==> config.mk <==
export PLATFORM = sky130hd
export DESIGN_NAME = mask_blob_tracker_flat
export DESIGN_NICKNAME = d
export VERILOG_FILES = /design/src/rtl/mask_blob_if.sv /design/src/rtl/mask_blob_tracker.sv /design/src/flat_wrapper.sv
export SDC_FILE = /design/constraint.sdc
export NUM_CORES = 1
export LEC_CHECK = 0
export BUFFER_PORTS_ARGS = -buffer_cell sky130_fd_sc_hd__buf_2
export CORE_MARGIN = 1
export CORE_UTILIZATION = 55
export CTS_CLUSTER_SIZE = 16
export DETAILED_ROUTE_END_ITERATION = 6
export PLACE_DENSITY = 0.76
export SLEW_MARGIN = 5
export SYNTH_ARGS = -nofsm -noshare
export SYNTH_HDL_FRONTEND = slang
export SYNTH_SLANG_ARGS = --single-unit
==> constraint.sdc <==
create_clock -name clk -period 4.5 [get_ports clk]
set_input_delay 0.225 -clock clk [delete_from_list [all_inputs] [get_ports clk]]
set_output_delay 0.225 -clock clk [all_outputs]
set_load 0.02 [all_outputs]
==> src/rtl/mask_blob_if.sv <==
// -----------------------------------------------------------------------------
// mask_blob_if
// Bundle between the colour-mask producer and the blob tracker.
//   master : drives pixel_in / in_ready / frame_sync, observes the results
//   slave  : consumes the mask stream, drives the per-frame results
// Signals
//   pixel_in[3:0]   mask pixel, set when bit 3 is high
//   in_ready        one pixel beat this cycle (raster order)
//   frame_sync      restart frame at (0,0); same-cycle beat is pixel (0,0)
//   result_valid    one-cycle pulse, all result fields updated this cycle
//   found           blob large enough to be reported
//   pix_count       set pixels in the last completed frame
//   cx / cy         centroid column / row
//   x_min..y_max    bounding box (zero when the bbox option is not built)
// -----------------------------------------------------------------------------
interface mask_blob_if #(
   parameter int WIDTH  = 320,
   parameter int HEIGHT = 240
);
   localparam int X_W = $clog2(WIDTH);
   localparam int Y_W = $clog2(HEIGHT);
   localparam int C_W = $clog2(WIDTH * HEIGHT + 1);

   logic [3:0]     pixel_in;
   logic           in_ready;
   logic           frame_sync;
   logic           result_valid;
   logic           found;
   logic [C_W-1:0] pix_count;
   logic [X_W-1:0] cx;
   logic [Y_W-1:0] cy;
   logic [X_W-1:0] x_min;
   logic [X_W-1:0] x_max;
   logic [Y_W-1:0] y_min;
   logic [Y_W-1:0] y_max;

   modport master (
      output pixel_in, in_ready, frame_sync,
      input  result_valid, found, pix_count, cx, cy, x_min, x_max, y_min, y_max
   );

   modport slave (
      input  pixel_in, in_ready, frame_sync,
      output result_valid, found, pix_count, cx, cy, x_min, x_max, y_min, y_max
   );
endinterface

==> src/rtl/mask_blob_tracker.sv <==
// -----------------------------------------------------------------------------
// mask_blob_tracker
// Follows the raster position of a binary mask stream, accumulates the set
// pixel count and x/y coordinate sums per frame, and at each frame end hands a
// snapshot to a sequential restoring divider that publishes the blob centroid.
// The next frame keeps accumulating while the divider runs.
// Ports
//   clk    in  system clock
//   rst_n  in  asynchronous active-low reset
//   bus    mask_blob_if.slave (mask stream in, centroid results out)
// Optional build macro
//   MASK_BLOB_BBOX_EN : builds the live/shadow bounding-box trackers and
//                       publishes x_min/x_max/y_min/y_max; otherwise tied to 0.
// Result latency: result_valid pulses 2*Q_W+1 cycles after the frame-end beat.
// -----------------------------------------------------------------------------
module mask_blob_tracker #(
   parameter int WIDTH     = 320,
   parameter int HEIGHT    = 240,
   parameter int MIN_COUNT = 64
) (
   input  logic        clk,
   input  logic        rst_n,
   mask_blob_if.slave  bus
);
   localparam int X_W  = $clog2(WIDTH);
   localparam int Y_W  = $clog2(HEIGHT);
   localparam int C_W  = $clog2(WIDTH * HEIGHT + 1);
   localparam int Q_W  = (X_W > Y_W) ? X_W : Y_W;
   localparam int SX_W = C_W + X_W;
   localparam int SY_W = C_W + Y_W;
   localparam int R_W  = C_W + Q_W;
   localparam int S_W  = $clog2(Q_W + 1);

   localparam logic [X_W-1:0] X_LAST = X_W'(WIDTH - 1);
   localparam logic [Y_W-1:0] Y_LAST = Y_W'(HEIGHT - 1);

   localparam logic [1:0] S_IDLE  = 2'd0;
   localparam logic [1:0] S_DIV_X = 2'd1;
   localparam logic [1:0] S_DIV_Y = 2'd2;
   localparam logic [1:0] S_PUB   = 2'd3;

   // The divider must be idle again before the next frame end can arrive.
   generate
      if (WIDTH < 2 || HEIGHT < 2 || MIN_COUNT < 1 || WIDTH * HEIGHT < 2 * Q_W + 2) begin : g_cfg_err
         $error("mask_blob_tracker: invalid WIDTH/HEIGHT/MIN_COUNT configuration");
      end
   endgenerate

   // live raster / accumulator state
   logic [X_W-1:0]  r_x;
   logic [Y_W-1:0]  r_y;
   logic [C_W-1:0]  r_cnt;
   logic [SX_W-1:0] r_sx;
   logic [SY_W-1:0] r_sy;

   // control
   logic [1:0]      r_state;
   logic [S_W-1:0]  r_step;

   // frame snapshot and divider datapath
   logic [C_W-1:0]  r_sh_cnt;
   logic [SY_W-1:0] r_sh_sy;
   logic            r_sh_found;
   logic [C_W-1:0]  r_div;
   logic [R_W-1:0]  r_rem;
   logic [R_W-1:0]  r_dsh;
   logic [Q_W-1:0]  r_q;
   logic [Q_W-1:0]  r_qx;

   // published results
   logic            r_found;
   logic [C_W-1:0]  r_pix;
   logic [X_W-1:0]  r_cx;
   logic [Y_W-1:0]  r_cy;

   logic            w_beat, w_sync, w_set, w_add, w_fend, w_pub;
   logic [X_W-1:0]  w_bx, w_nx;
   logic [Y_W-1:0]  w_by, w_ny;
   logic [C_W-1:0]  w_bcnt, w_ncnt, w_div0;
   logic [SX_W-1:0] w_bsx, w_nsx;
   logic [SY_W-1:0] w_bsy, w_nsy;
   logic            w_ge;
   logic [R_W-1:0]  w_rem_next;
   logic [Q_W-1:0]  w_q_next;
   logic            w_unused_pix;

   assign w_beat       = bus.in_ready;
   assign w_sync       = bus.frame_sync;
   assign w_set        = bus.pixel_in[3];
   assign w_unused_pix = ^bus.pixel_in[2:0];

   // frame_sync wins over a coincident frame end: the partial frame is dropped
   assign w_fend = w_beat & ~w_sync & (r_x == X_LAST) & (r_y == Y_LAST);
   assign w_pub  = (r_state == S_DIV_Y) && (r_step == S_W'(0));

   // Raster/accumulator next state; frame_sync rebases everything to an empty
   // frame at (0,0) before the same-cycle beat is applied.
   always_comb begin
      w_bx   = w_sync ? '0 : r_x;
      w_by   = w_sync ? '0 : r_y;
      w_bcnt = w_sync ? '0 : r_cnt;
      w_bsx  = w_sync ? '0 : r_sx;
      w_bsy  = w_sync ? '0 : r_sy;
      w_add  = w_beat & w_set;
      w_ncnt = w_bcnt + C_W'(w_add);
      w_nsx  = w_bsx + (w_add ? SX_W'(w_bx) : '0);
      w_nsy  = w_bsy + (w_add ? SY_W'(w_by) : '0);
      w_nx   = w_bx;
      w_ny   = w_by;
      if (w_beat) begin
         if (w_bx == X_LAST) begin
            w_nx = '0;
            w_ny = (w_by == Y_LAST) ? '0 : w_by + 1'b1;
         end else begin
            w_nx = w_bx + 1'b1;
         end
      end
      w_div0 = (w_ncnt == '0) ? C_W'(1) : w_ncnt;
   end

   // One restoring step: compare against the divisor pre-shifted to the
   // current quotient bit, so no partial-remainder shifting is needed.
   always_comb begin
      w_ge       = (r_rem >= r_dsh);
      w_rem_next = w_ge ? (r_rem - r_dsh) : r_rem;
      w_q_next   = (r_q << 1) | Q_W'(w_ge);
   end

   always_ff @(posedge clk or negedge rst_n) begin
      if (!rst_n) begin
         r_x     <= '0;
         r_y     <= '0;
         r_cnt   <= '0;
         r_sx    <= '0;
         r_sy    <= '0;
         r_state <= S_IDLE;
         r_step  <= '0;
         r_found <= 1'b0;
         r_pix   <= '0;
         r_cx    <= '0;
         r_cy    <= '0;
      end else begin
         r_x <= w_nx;
         r_y <= w_ny;
         if (w_fend) begin
            r_cnt <= '0;
            r_sx  <= '0;
            r_sy  <= '0;
         end else begin
            r_cnt <= w_ncnt;
            r_sx  <= w_nsx;
            r_sy  <= w_nsy;
         end
         case (r_state)
            S_IDLE: begin
               if (w_fend) begin
                  r_state <= S_DIV_X;
                  r_step  <= S_W'(Q_W - 1);
               end
            end
            S_DIV_X: begin
               if (r_step == S_W'(0)) begin
                  r_state <= S_DIV_Y;
                  r_step  <= S_W'(Q_W - 1);
               end else begin
                  r_step <= r_step - 1'b1;
               end
            end
            S_DIV_Y: begin
               if (w_pub) begin
                  r_state <= S_PUB;
                  r_pix   <= r_sh_cnt;
                  r_found <= r_sh_found;
                  r_cx    <= r_sh_found ? X_W'(r_qx) : '0;
                  r_cy    <= r_sh_found ? Y_W'(w_q_next) : '0;
               end else begin
                  r_step <= r_step - 1'b1;
               end
            end
            default: r_state <= S_IDLE;
         endcase
      end
   end

   // Snapshot on frame end, then Q_W steps for x followed by Q_W steps for y.
   always_ff @(posedge clk) begin
      if (w_fend) begin
         r_sh_cnt   <= w_ncnt;
         r_sh_sy    <= w_nsy;
         r_sh_found <= (w_ncnt >= C_W'(MIN_COUNT));
         r_div      <= w_div0;
         r_rem      <= R_W'(w_nsx);
         r_dsh      <= R_W'(w_div0) << (Q_W - 1);
         r_q        <= '0;
      end else if (r_state == S_DIV_X && r_step == S_W'(0)) begin
         r_qx  <= w_q_next;
         r_rem <= R_W'(r_sh_sy);
         r_dsh <= R_W'(r_div) << (Q_W - 1);
         r_q   <= '0;
      end else if (r_state == S_DIV_X || r_state == S_DIV_Y) begin
         r_rem <= w_rem_next;
         r_dsh <= r_dsh >> 1;
         r_q   <= w_q_next;
      end
   end

   assign bus.result_valid = (r_state == S_PUB);
   assign bus.found        = r_found;
   assign bus.pix_count    = r_pix;
   assign bus.cx           = r_cx;
   assign bus.cy           = r_cy;

`ifdef MASK_BLOB_BBOX_EN
   logic [X_W-1:0] r_xmin, r_xmax, r_sh_xmin, r_sh_xmax, r_oxmin, r_oxmax;
   logic [Y_W-1:0] r_ymin, r_ymax, r_sh_ymin, r_sh_ymax, r_oymin, r_oymax;
   logic [X_W-1:0] w_bxmin, w_bxmax, w_nxmin, w_nxmax;
   logic [Y_W-1:0] w_bymin, w_bymax, w_nymin, w_nymax;

   // Empty-frame values are inverted (min=last, max=0) so the first set
   // pixel lands on both bounds.
   always_comb begin
      w_bxmin = w_sync ? X_LAST : r_xmin;
      w_bxmax = w_sync ? '0     : r_xmax;
      w_bymin = w_sync ? Y_LAST : r_ymin;
      w_bymax = w_sync ? '0     : r_ymax;
      w_nxmin = (w_add && w_bx < w_bxmin) ? w_bx : w_bxmin;
      w_nxmax = (w_add && w_bx > w_bxmax) ? w_bx : w_bxmax;
      w_nymin = (w_add && w_by < w_bymin) ? w_by : w_bymin;
      w_nymax = (w_add && w_by > w_bymax) ? w_by : w_bymax;
   end

   always_ff @(posedge clk or negedge rst_n) begin
      if (!rst_n) begin
         r_xmin  <= X_LAST;
         r_xmax  <= '0;
         r_ymin  <= Y_LAST;
         r_ymax  <= '0;
         r_oxmin <= '0;
         r_oxmax <= '0;
         r_oymin <= '0;
         r_oymax <= '0;
      end else begin
         if (w_fend) begin
            r_xmin <= X_LAST;
            r_xmax <= '0;
            r_ymin <= Y_LAST;
            r_ymax <= '0;
         end else begin
            r_xmin <= w_nxmin;
            r_xmax <= w_nxmax;
            r_ymin <= w_nymin;
            r_ymax <= w_nymax;
         end
         if (w_pub) begin
            r_oxmin <= r_sh_found ? r_sh_xmin : '0;
            r_oxmax <= r_sh_found ? r_sh_xmax : '0;
            r_oymin <= r_sh_found ? r_sh_ymin : '0;
            r_oymax <= r_sh_found ? r_sh_ymax : '0;
         end
      end
   end

   always_ff @(posedge clk) begin
      if (w_fend) begin
         r_sh_xmin <= w_nxmin;
         r_sh_xmax <= w_nxmax;
         r_sh_ymin <= w_nymin;
         r_sh_ymax <= w_nymax;
      end
   end

   assign bus.x_min = r_oxmin;
   assign bus.x_max = r_oxmax;
   assign bus.y_min = r_oymin;
   assign bus.y_max = r_oymax;
`else
   assign bus.x_min = '0;
   assign bus.x_max = '0;
   assign bus.y_min = '0;
   assign bus.y_max = '0;
`endif

endmodule
==> src/flat_wrapper.sv <==
// flat-port wrapper written by rule: the top's interface ports become plain ports
module mask_blob_tracker_flat 
#(
   parameter int WIDTH     = 320,
   parameter int HEIGHT    = 240,
   parameter int MIN_COUNT = 64
)
  (clk, rst_n, bus_pixel_in, bus_in_ready, bus_frame_sync, bus_result_valid, bus_found, bus_pix_count, bus_cx, bus_cy, bus_x_min, bus_x_max, bus_y_min, bus_y_max);
  mask_blob_if #(.WIDTH(WIDTH), .HEIGHT(HEIGHT)) bus_i ();
  input  logic clk;
  input  logic rst_n;
  input wire logic [$bits(bus_i.pixel_in)-1:0] bus_pixel_in;
  input wire logic [$bits(bus_i.in_ready)-1:0] bus_in_ready;
  input wire logic [$bits(bus_i.frame_sync)-1:0] bus_frame_sync;
  output wire logic [$bits(bus_i.result_valid)-1:0] bus_result_valid;
  output wire logic [$bits(bus_i.found)-1:0] bus_found;
  output wire logic [$bits(bus_i.pix_count)-1:0] bus_pix_count;
  output wire logic [$bits(bus_i.cx)-1:0] bus_cx;
  output wire logic [$bits(bus_i.cy)-1:0] bus_cy;
  output wire logic [$bits(bus_i.x_min)-1:0] bus_x_min;
  output wire logic [$bits(bus_i.x_max)-1:0] bus_x_max;
  output wire logic [$bits(bus_i.y_min)-1:0] bus_y_min;
  output wire logic [$bits(bus_i.y_max)-1:0] bus_y_max;
  assign bus_i.pixel_in = bus_pixel_in;
  assign bus_i.in_ready = bus_in_ready;
  assign bus_i.frame_sync = bus_frame_sync;
  assign bus_result_valid = bus_i.result_valid;
  assign bus_found = bus_i.found;
  assign bus_pix_count = bus_i.pix_count;
  assign bus_cx = bus_i.cx;
  assign bus_cy = bus_i.cy;
  assign bus_x_min = bus_i.x_min;
  assign bus_x_max = bus_i.x_max;
  assign bus_y_min = bus_i.y_min;
  assign bus_y_max = bus_i.y_max;
  mask_blob_tracker #(.WIDTH(WIDTH), .HEIGHT(HEIGHT), .MIN_COUNT(MIN_COUNT)) u_core (.clk(clk), .rst_n(rst_n), .bus(bus_i));
endmodule
==> results.cfg, run 1 <==
[clocking]
cts_root_buf = clkbuf_16
htree_levels = 1
clockBufferDepth = 3
clock_sinks = 254
numCtsBuffers = 27
holdBufCountCts = 2
cts.clk_slew.worst_paths_ns = 0.06
cts_tree = built
clock_latency_ns = 0.53
cts_resized = 0
cts_setup_buffers = 0

[logic_synthesis]
yosysSeqAreaShare_pct = 50.52
synth_cells = 1357
synth_seq_cells = 254
ys_types = 82
synth_ff_type = dfrtp_1
yosys_warnings = 0
postSynthAreaPerCell_um2 = 9.973
synthArstFlopShare_pct = 49.61
synth-edff-count = 112
synth_area_mm2 = 0.01353

[global_route]
overflow = 0
grt_pass1_wl_mm = 47.31
grt_start_max_net_pins = 73
antenna_found_initial = 0
grt_use_total_pct = 22.55
grt_pass1_vias = 9749

[sta]
rsz0062_at_grt = no
setup-tns-final_ns = 0
worstMarginPinSlew_ns = 1.128
finalMaxSlewViolations = 0
slew_headroom_pct = 24.78
setup-violations-final = 0
hold_violations = 0
timing.final.crit_share_pct = 77.21
finClkSkew_ns = 0.01270
min_period_ns = 3.474
whs_ns = 0.06723
max_freq_ghz = 0.2878

[power]
switching_share_pct = 20.05
p_total_mw = 4.804
power_frac_comb_pct = 2.0
clockPowerShare_pct = 47.8
p_leak_nw = 6.521
switchingPower_uw = 963.1
vdd_drop_max_mv = 0.2794
internal_power_mw = 3.841
pwr-share-seq_pct = 50.2
power-per-cell-area_mw_per_mm2 = 324.5

[setup_path]
start_kind = register
path_cells = inv_1 -> ha_1 -> inv_1 -> fa_1 -> a21o_1 -> a221o_1 -> nand4bb_1 -> a21oi_1 -> nor3_1 -> o21ai_1 -> a41oi_1 -> a21boi_2 -> buf_4
critPathSlowestCell = a41oi_1
crit_family = compound AO/OA/AOI/OAI gates
crit_type = reg2reg
endpoint_kind = register
cp.required_ns = 4.75
worstPathBufferInverterCount = 3
path_max_fanout = 26
crit_arrival_ns = 3.73
path_common_cell = inv_1
cpPeakStageDelay_ns = 0.55

[floorplan]
pin_count = 78
die_area_mm2 = 0.02524
start_util_pct = 55.81
die_height_um = 158.9
die_w_um = 158.9
rows = 57
coreArea_mm2 = 0.02425

[placement]
dp.cells = 1674
hpwlAfterDp_mm = 19.44
place.gp.congestion = 0.9256
io_buffers = 40

[routing]
drt-wirelength-per-cell_um = 16.20
drtIter0Drc = 855
drcViolationCount = 0
wl_mm = 27.93
dr.pass1.iters = 5
routed_via_density = 5.614
drtAntennaViolNets = 0
vias = 9679

[cells_and_area]
final_common_cell = nand2_1
instances_no_fill = 1724
diodes = 0
syn2layout_area_growth_pct = 9.394
drive_above_1_share_pct = 8.857
final_cell_mix = 159 x nand2_1, 126 x dfrtp_1, 119 x nor2_1
final_nets = 1444

[job]
drv_cap = 0

[min_path]
hold_path_class = in2reg

[status]
status = completed
[cells in the mapped netlist (31+ instances only)]
library cell / count / area, um2
and3_1: 31 / 193.9
nor2_1: 119 / 446.7
and2_1: 40 / 250.2
o21ai_0: 56 / 280.3
ha_1: 52 / 650.6
edfxtp_1: 112 / 3363
xor2_1: 38 / 332.8
dfrtp_1: 126 / 3153
xnor2_1: 49 / 429.2
nand2_1: 159 / 596.8
clkbuf_1: 42 / 157.7
nand3_1: 46 / 230.2
nor2b_1: 34 / 212.7
buf_4: 38 / 285.3
a21oi_1: 87 / 435.4
inv_1: 55 / 206.5
[cell type report]
type                    instances  area (um2)
multi-input cells             984        6070
clock buffers                  39       772.0
flip-flops and latches        254        6837
clock inverters                 9       146.4
repair buffers                 59       365.4
inverters                      55       209.0
fillers                      2008        9444
well taps                     324       405.4
[final timing paths]
| path | from | cells past startpoint | endpoint | slack [ns] |
|---|---|---|---|---|
| hold reg to reg | u_core.r_sh_cnt[4] | 2 | u_core.bus.pix_count[4] | 0.44 |
| setup / recovery | u_core.r_rem[0] | 13 | u_core.r_rem[0] | 1.03 |
| min in group asynchronous | rst_n | 2 | u_core.r_cnt[5] | 0.18 |
| setup reg to reg | u_core.r_rem[0] | 13 | u_core.r_rem[0] | 1.03 |
| hold / removal | bus_in_ready | 2 | u_core.r_x[1] | 0.07 |
| max in group asynchronous | rst_n | 3 | u_core.r_sy[19] | 3.27 |
[registers in the layout, indices dropped and copies added (netlist names), 4 cells and up]
name and flops:
u_core.r_q 8, u_core.bus.cx 9, u_core.bus.pix_count 17, u_core.r_rem 26
u_core.r_step 4, u_core.r_sy 25, u_core.r_cnt 17, u_core.r_sx 26
u_core.bus.cy 8, u_core.r_sh_cnt 17, u_core.r_dsh 25, u_core.r_qx 9
u_core.r_div 17, u_core.r_sh_sy 25, u_core.r_y 8, u_core.r_x 9
[through the flow]
step	util [%]	area, um2	setup WS, ns
3_3_place_gp	57.18	13870	0.8765
3_5_place_dp	57.18	13870	0.8150
6_report	61.05	14800	1.026
4_1_cts	61.05	14800	1.031
5_1_grt	61.05	14800	0.7357
2_1_floorplan	-	13660	0.4472
[power groups by stage]
stage	clock network, mW	logic (mW)	registers, mW
finish	2.29	0.0959	2.41
global route	2.43	0.108	2.41
CTS	2.34	0.0973	2.41
detailed placement	0	0.0955	2.46
global placement	0	0.0942	2.46
floorplan	0	0.0841	2.46
[per-layer routing]
layer  track usage (%)  vias to the layer above  routed length [um]  part of all wire, %
li1                  -                     4719                   -                    -
met1             29.95                     4659               12610                   45
met2             38.74                      242               13500                   48
met3             2.691                       59                1129                  4.0
met4             6.731                        0                 682                  2.4
met5                 0                        -                   0                    0
[worst reg2reg max path, cell delays in order, from the launching register on]
cell,delay (ns)
edfxtp_1,0.36
inv_1,0.06
ha_1,0.16
inv_1,0.06
fa_1,0.40
a21o_1,0.22
a221o_1,0.38
nand4bb_1,0.22
a21oi_1,0.12
nor3_1,0.23
o21ai_1,0.10
a41oi_1,0.55
a21boi_2,0.09
buf_4,0.26
[logic make-up after synthesis]
| family | count (synthesis) | synth area share, % |
|---|---|---|
| AOI/OAI and AO/OA | 242 | 11.10 |
| xor gates and xnor gates | 87 | 5.631 |
| adders and majority gates | 55 | 5.251 |
| buffers and inverters | 152 | 5.575 |
| DFF | 254 | 50.52 |
| muxes | 23 | 1.720 |
| other | 1 | 0.02771 |
| and+or+nand+nor | 543 | 20.17 |
No activity file was read; power rests on OpenSTA's default activity.
==> run 2, diff against run 1 <==
==> constraint.sdc (replaced) <==
create_clock -name clk -period 2.9 [get_ports clk]
set_input_delay 0.145 -clock clk [delete_from_list [all_inputs] [get_ports clk]]
set_output_delay 0.145 -clock clk [all_outputs]
set_load 0.02 [all_outputs]
==> results.cfg, run 2 (same netlist as run 1, synthesis figures left out) <==
[cells_and_area]
syn2layout_area_growth_pct = 18.56
fillers = 1860
top_regs = u_core.r_rem (26), u_core.r_sx (26)
diodes = 0
final_common_cell = nand2_1
final_cell_mix = 158 x nand2_1, 127 x buf_4, 126 x dfrtp_1
final_nets = 1562
drive_above_1_share_pct = 18.71

[clocking]
cts_tree = built
htree_levels = 1
cts_root_buf = clkbuf_16
clock_sinks = 254
numCtsBuffers = 27
cts.clk_slew.worst_paths_ns = 0.06
clockBufferDepth = 3
clock_latency_ns = 0.54

[setup_path]
rr_worst_depth = 12
crit_type = reg2reg
start_kind = register
path_max_fanout = 5
crit_arrival_ns = 3.21
rr_startpoint = u_core.r_cnt[0]
r2r_end = u_core.r_dsh[8]
cp.required_ns = 3.31
r2r_slack_ns = 0.09
endpoint_kind = register

[floorplan]
pin_count = 78
die_w_um = 158.9
start_util_pct = 55.81
rows = 57
die_height_um = 158.9
die_area_mm2 = 0.02524
coreArea_mm2 = 0.02425

[power]
p_leak_nw = 7.136
vdd_drop_max_mv = 0.4518
power-per-cell-area_mw_per_mm2 = 456.7

[routing]
drtIter0Drc = 818
vias = 10240
drt-wirelength-per-cell_um = 16.79
dr.pass1.iters = 5
drcViolationCount = 0
wl_mm = 30.92
drtAntennaViolNets = 0
routed_via_density = 5.559

[global_route]
grt_pass1_vias = 10019
antenna_found_initial = 0
overflow = 0
grt_pass1_wl_mm = 50.05
grt_use_total_pct = 24.20
grt_start_max_net_pins = 73

[sta]
slew_headroom_pct = 43.18
setup_slack_ns = 0.09121
hold_violations = 0
min_period_ns = 2.809
whs_ns = 0.02960
setup-violations-final = 0
max_freq_ghz = 0.3560
finalMaxSlewViolations = 0
finClkSkew_ns = 0.01378
worstMarginPinSlew_ns = 0.8522
timing.final.crit_share_pct = 96.85
rsz0062_at_grt = yes

[status]
status = completed

[placement]
dp_slack_ns = -0.1542
hpwlAfterDp_mm = 21.56
io_buffers = 40
place.gp.congestion = 0.9269

[min_path]
hold_end = u_core.r_x[0]
worstHoldStart = bus_in_ready
min_delay_path_depth = 3
hold_path_class = in2reg

[job]
drv_cap = 0
[run 2: worst max-delay path by stage]
stage,start,slack [ns],end
finish,u_core.r_cnt[0],0.09,u_core.r_dsh[8]
global route,u_core.r_rem[0],-0.04,u_core.r_rem[20]
CTS,u_core.r_cnt[0],0.0009,u_core.r_dsh[8]
detailed placement,bus_pixel_in[3],-0.15,u_core.r_dsh[8]
global placement,u_core.r_cnt[0],-0.12,u_core.r_dsh[8]
floorplan,bus_frame_sync,-0.23,u_core.r_dsh[8]
[run 2: timing repair]
action                                  CTS  global route
pin swaps                                 3            22
gates cloned                              1             1
hold endpoints to repair                 62             0
endpoints found under the setup margin   35            65
resized for setup                         6            38
buffers inserted                          2             7
hold buffers                              2             0
[run 2: report_power, final]
group          internal (mW)  total (mW)  switching, mW
Sequential              3.74        3.74        0.00433
Clock                   2.04        3.41           1.37
Combinational         0.0430       0.174          0.131
[run 2: worst max-delay path, stage by stage, from the launching register on]
cell and delay, ns:
dfrtp_1 0.34, nor2b_4 0.16, ha_4 0.15, buf_6 0.10
ha_4 0.13, nand4_4 0.13, nor3_4 0.20, xnor2_2 0.10
or3_1 0.38, nor4_2 0.20, nand4_2 0.24, o41ai_4 0.39
a21o_1 0.17
[run 2: metrics by stage]
step	TNS, ns	power (mW)	instances	area [um2]	util [%]
finish	0	7.328	1842	16040	66.17
detailed placement	-4.649	3.984	1781	14780	60.96
global placement	-2.338	3.981	1781	14780	60.96
floorplan	-0.4645	3.955	1390	13820	-
CTS	0	7.379	1834	15740	64.91
global route	-0.1587	7.543	1842	16040	66.17
[run 2: area by class of cell]
class	instances	area [um2]	area share, %
Inverter	55	209.0	1.302
Multi-Input combinational cell	985	6386	39.80
Clock inverter	8	92.59	0.5771
Tap cell	324	405.4	2.527
Clock buffer	40	784.5	4.890
Timing Repair Buffer	176	1330	8.290
Sequential cell	254	6837	42.61
[run 2: per-layer routing]
| layer | vias up | part of all wire (%) | GRT usage [%] |
|---|---|---|---|
| met2 | 276 | 49 | 40.65 |
| met3 | 55 | 4.4 | 2.665 |
| met4 | 0 | 2.1 | 6.731 |
| met5 | - | 0 | 0 |
| li1 | 4950 | - | - |
| met1 | 4959 | 45 | 33.30 |
